<file path="src/rtl/cpu_pkg.sv">
// cpu_pkg: shared fetch FSM states, reset PC and PC increment
package cpu_pkg;
  typedef enum logic [1:0] {REQ, WAIT, HOLD} fetch_state_t;
  localparam logic [31:0] RESET_PC = 32'hbfc00000;
  localparam int PC_INC = 4;
endpackage

</file>
<file path="src/rtl/redirect_buf.sv">
// redirect_buf: pending flush/branch redirects; in flush/flush_pc/branch_taken/branch_target/take_*, out *_any/*_nxt
module redirect_buf #(
  parameter int WIDTH = 32
) (
  input  logic             clk,
  input  logic             rst,
  input  logic             flush,
  input  logic [WIDTH-1:0] flush_pc,
  input  logic             branch_taken,
  input  logic [WIDTH-1:0] branch_target,
  input  logic             take_flush,
  input  logic             take_br,
  output logic             flush_any,
  output logic [WIDTH-1:0] flush_nxt,
  output logic             br_any,
  output logic [WIDTH-1:0] br_nxt
);
  logic             flush_pend_q, flush_pend_d, br_pend_q, br_pend_d;
  logic [WIDTH-1:0] flush_tgt_q, flush_tgt_d, br_tgt_q, br_tgt_d;
  logic             br_cap;
  assign flush_any = flush | flush_pend_q;
  assign flush_nxt = flush ? flush_pc : flush_tgt_q;
  assign br_any    = branch_taken | br_pend_q;
  assign br_nxt    = branch_taken ? branch_target : br_tgt_q;
  // a branch is dropped whenever a flush is pending or arriving
  assign br_cap    = branch_taken & ~flush & ~flush_pend_q;
  always_comb begin
    flush_pend_d = take_flush ? 1'b0 : flush ? 1'b1 : flush_pend_q;
    flush_tgt_d  = flush ? flush_pc : flush_tgt_q;
    br_pend_d    = (flush | take_flush | take_br) ? 1'b0 : br_cap ? 1'b1 : br_pend_q;
    br_tgt_d     = br_cap ? branch_target : br_tgt_q;
  end
  always_ff @(posedge clk) begin
    if (rst) begin
      flush_pend_q <= 1'b0;
      flush_tgt_q  <= '0;
      br_pend_q    <= 1'b0;
      br_tgt_q     <= '0;
    end else begin
      flush_pend_q <= flush_pend_d;
      flush_tgt_q  <= flush_tgt_d;
      br_pend_q    <= br_pend_d;
      br_tgt_q     <= br_tgt_d;
    end
  end
endmodule

</file>
<file path="src/rtl/fetch_ctrl.sv">
// fetch_ctrl: IF-stage fetch sequencer; in redirects/stall/bus handshake, out inst_req/inst_addr/pc_f/inst_f/inst_valid_f
module fetch_ctrl
  import cpu_pkg::*;
#(
  parameter int               WIDTH    = 32,
  parameter logic [WIDTH-1:0] RESET_PC = cpu_pkg::RESET_PC
) (
  input  logic             clk,
  input  logic             rst,
  input  logic             stall_f,
  input  logic             branch_taken,
  input  logic [WIDTH-1:0] branch_target,
  input  logic             flush,
  input  logic [WIDTH-1:0] flush_pc,
  output logic             inst_req,
  output logic [WIDTH-1:0] inst_addr,
  input  logic             inst_addr_ok,
  input  logic             inst_data_ok,
  input  logic [WIDTH-1:0] inst_rdata,
  output logic [WIDTH-1:0] pc_f,
  output logic [WIDTH-1:0] inst_f,
  output logic             inst_valid_f
);
  fetch_state_t     state_q, state_d;
  logic [WIDTH-1:0] pc_q, pc_d, inst_q, inst_d;
  logic             req_q, valid_q;
  logic             take_flush, take_br, flush_any, br_any;
  logic [WIDTH-1:0] flush_nxt, br_nxt;
  redirect_buf #(.WIDTH(WIDTH)) u_redirect (
    .clk(clk), .rst(rst),
    .flush(flush), .flush_pc(flush_pc),
    .branch_taken(branch_taken), .branch_target(branch_target),
    .take_flush(take_flush), .take_br(take_br),
    .flush_any(flush_any), .flush_nxt(flush_nxt),
    .br_any(br_any), .br_nxt(br_nxt)
  );
  assign inst_addr    = pc_q;
  assign pc_f         = pc_q;
  assign inst_f       = inst_q;
  assign inst_req     = req_q & ~rst;
  assign inst_valid_f = valid_q & ~rst;
  always_comb begin
    state_d    = state_q;
    pc_d       = pc_q;
    inst_d     = inst_q;
    take_flush = 1'b0;
    take_br    = 1'b0;
    case (state_q)
      REQ:  state_d = inst_addr_ok ? WAIT : REQ;
      WAIT: if (inst_data_ok) begin
        take_flush = flush_any;
        state_d    = flush_any ? REQ : HOLD;
        pc_d       = flush_any ? flush_nxt : pc_q;
        inst_d     = flush_any ? inst_q : inst_rdata;
      end
      HOLD: begin
        take_flush = flush;
        take_br    = ~flush & ~stall_f;
        state_d    = (flush | ~stall_f) ? REQ : HOLD;
        pc_d       = flush ? flush_pc : ~stall_f ? (br_any ? br_nxt : pc_q + WIDTH'(PC_INC)) : pc_q;
      end
      default: state_d = REQ;
    endcase
  end
  always_ff @(posedge clk) begin
    if (rst) begin
      state_q <= REQ;
      pc_q    <= RESET_PC;
      inst_q  <= '0;
      req_q   <= 1'b1;
      valid_q <= 1'b0;
    end else begin
      state_q <= state_d;
      pc_q    <= pc_d;
      inst_q  <= inst_d;
      req_q   <= state_d == REQ;
      valid_q <= state_d == HOLD;
    end
  end
endmodule

</file>
<file path="config.mk">
export PLATFORM = sky130hd
export DESIGN_NAME = fetch_ctrl
export DESIGN_NICKNAME = d
export VERILOG_FILES = /design/src/rtl/cpu_pkg.sv /design/src/rtl/redirect_buf.sv /design/src/rtl/fetch_ctrl.sv
export SDC_FILE = /design/constraint.sdc
export NUM_CORES = 1
export LEC_CHECK = 0
export BUFFER_PORTS_ARGS = -buffer_cell sky130_fd_sc_hd__buf_4
export CAP_MARGIN = 5
export CORE_ASPECT_RATIO = 1.2
export CORE_UTILIZATION = 57
export DETAILED_ROUTE_END_ITERATION = 16
export GPL_TIMING_DRIVEN = 1
export HOLD_SLACK_MARGIN = 0.1
export PLACE_DENSITY = 0.86
export SLEW_MARGIN = 20
export SYNTH_ARGS = -nofsm -noshare
export SYNTH_HDL_FRONTEND = slang
export SYNTH_SLANG_ARGS = --single-unit
</file>
<file path="constraint.sdc">
create_clock -name clk -period 3.6 [get_ports clk]
set_input_delay 0.54 -clock clk [delete_from_list [all_inputs] [get_ports clk]]
set_output_delay 0.54 -clock clk [all_outputs]
set_load 0.02 [all_outputs]
</file>
==> out/metrics.cfg <==
[global_route]
antenna_found_initial=0
grt.overflow.total=0
grt_use_total_pct=33.5
grt_max_degree=96
first_global_vias=6621
grt_first_pass_wirelength_um=33700

[clock_network]
cts_buffers=17
clk_pin_slew_ns=0.06
hold_buffers=0
cts_tree=built
htree_levels=4
cts_root_buffer=clkbuf_16
clk_latency_ns=0.42
postCtsSetupBuffers=0
clock_sinks=134
clk_path_buf_depth=2
post_cts_resize_count=0

[drt]
via_per_inst=6.09
firstDrtPassIters=8
drtAntennaViolNets=0
drcViolationCount=0
dr_wl_met2_um=10100
wl_per_cell_um=18.0
dr.max_layer_used=met4
vias=7426
drt-total-wl_um=21900
wl_met1_um=8490
wl_met3_um=2320
first_iter_violations=896

[hold_path]
hp-class=in -> reg

[synthesis]
yosys_register_bits=134
synth_most_common_cell=nand2_1
synth_edf_count=0
syn-num-nets=1022
yosys-top-cells-area=dfxtp_1, nand2_1, a21oi_1
syn_area_per_cell_um2=7.71
synth.largest_area_cell=dfxtp_1
async_reset_ff_share_pct=0
synth_warnings=0
netlist.area_leader.share_pct=38.1
synth-seq-area-share_pct=38.1
synthCells=914
syn_area_mm2=0.00705
synth_flop_cell=dfxtp_1
netlist_top_cells_count=nand2_1, dfxtp_1, a21oi_1
synth_cell_types=72

[sta]
drv_slew=0
worst_slew_margin_rel_pct=49.1
fmax_mhz=354
min_period_over_period_pct=78.5
min_period_ns=2.83
rsz0062_at_grt=no
clock_skew_ns=0.0108
worstMarginPinSlew_ns=0.761
setup_viol_count_final=0
report.final.hold_viol_count=0
tns_ns=0

[cells_and_area]
stdcell_count=1220
drive_gt1_share_pct=25.8
fin_util_pct=74.7
fillers=910
multi_input_area_mm2=0.00376
seq_area_mm2=0.00268
nets=1154
diodes=0
area_delta_synth_final_pct=27.8

[floorplanning]
die_x_um=104
fp.dieH_um=124
start_util_pct=58.5
design.core.area_mm2=0.0121
io_pins=201
dieArea_mm2=0.0128
rows=44

[worst_setup_path]
worst_setup_path_end_kind=flip-flop
slowest_delay_ns=0.58
critPathRequiredTime_ns=3.97
arrival_ns=3.19
cp_cell_sequence=inv_1, ha_1, nand2_1, a21oi_2, or2_1, buf_4, a221o_1, o221a_2
crit_type=reg -> reg
path_buf_inv=2
critPathLaunchType=flip-flop
cp_slowest_cell=or2_1
critical-path-top-delay-family=simple AND/OR/NAND/NOR gates
critPathMaxFanout=19

[placement]
numPortBuffers=200
dp_cells=1188
dpl.hpwl_um=15200
gp_congestion=0.924

[run_status]
status=finished, final reports clean

[job]
maxCapViolCount=0

[pwr]
ir_worst_vdd_uv=457
power.density_mw_per_mm2=476
p_leak_uw=0.00366

logic make-up (layout without fill, tap and decap cells):
family          count (synthesis)  after routing  synth area share (%)
flops                         134            134                  38.1
compound gates                230            230                  20.8
buf+inv                       115            260                  8.65
xor+xnor                        9              9                  1.12
fa+ha+maj                       5              5                 0.888
mux                            31             31                  4.49
simple gates                  390            390                  26.0
per-layer routing:
metal	track usage [%]	vias to the layer above
met3	7.95	74
met4	20.0	0
met5	0	-
li1	-	3445
met2	54.3	510
met1	40.8	3397
path summary, 6_finish.rpt:
kind	startpoint	endpoint	slack [ns]	cells after the start
worst max register to register	state_q[0]	inst_addr[5]	0.77	8
worst min-delay path	inst_rdata[12]	inst_f[12]	0.36	3
worst min register to register	u_redirect.br_tgt_q[8]	u_redirect.br_tgt_q[8]	0.45	2
worst max-delay path	state_q[0]	inst_addr[5]	0.77	8
final cells by class:
cell class	count	area share, %
Clock buffer	18	4.77
Clock inverter	14	2.77
Inverter	12	0.500
Multi-Input combinational cell	665	41.8
Sequential cell	134	29.8
Tap cell	161	2.24
Timing Repair Buffer	216	18.1
sequential cells by signal, summed over array words and instances, names as in the netlist:
| name | flops |
|---|---|
| inst_addr | 32 |
| inst_f | 32 |
| req_q | 1 |
| state_q | 2 |
| u_redirect.br_pend_q | 1 |
| u_redirect.br_tgt_q | 32 |
| u_redirect.flush_pend_q | 1 |
| u_redirect.flush_tgt_q | 32 |
| valid_q | 1 |
worst min-delay path, stage by stage:
cell     delay [ns]
buf_4          0.11
nand2_1        0.04
a21oi_1        0.05
report_power, final:
| group | total, uW | switching (uW) | internal [uW] | leakage [uW] |
|---|---|---|---|---|
| logic | 633 | 362 | 272 | 0.00224 |
| clock network | 2010 | 697 | 1310 | 0.000325 |
| registers | 1650 | 89.9 | 1560 | 0.00109 |
cells in the final DEF, fill, tap and decap left out, types with 6 or more instances in the layout:
cell type | synthesis | layout
a211oi_1 | 9 | 9
a21oi_1 | 109 | 109
a221oi_1 | 6 | 6
a311oi_1 | 14 | 14
a31oi_1 | 7 | 7
and3_1 | 9 | 9
buf_4 | 33 | 215
bufinv_16 | 0 | 6
clkbuf_16 | 0 | 17
dfxtp_1 | 134 | 134
inv_1 | 10 | 10
mux2i_1 | 26 | 26
nand2_1 | 211 | 211
nand2b_1 | 6 | 6
nand3_1 | 31 | 31
nand4_1 | 15 | 15
nor2_1 | 57 | 56
nor3_1 | 14 | 13
o211ai_1 | 7 | 7
o21ai_0 | 32 | 32
xnor2_1 | 7 | 7
through the flow:
| stage | area (um^2) | total power, uW | worst slack (ns) | hold WS [ns] |
|---|---|---|---|---|
| 2_1_floorplan | 7050 | 2050 | 1.59 | 0.431 |
| 3_3_place_gp | 8330 | 2280 | 1.06 | 0.439 |
| 3_5_place_dp | 8330 | 2290 | 0.935 | 0.443 |
| 4_1_cts | 9000 | 4270 | 0.873 | 0.354 |
| 5_1_grt | 9000 | 4410 | 0.675 | 0.350 |
| 6_report | 9000 | 4280 | 0.774 | 0.361 |
Note: power is estimated with default switching activity, not from simulation.
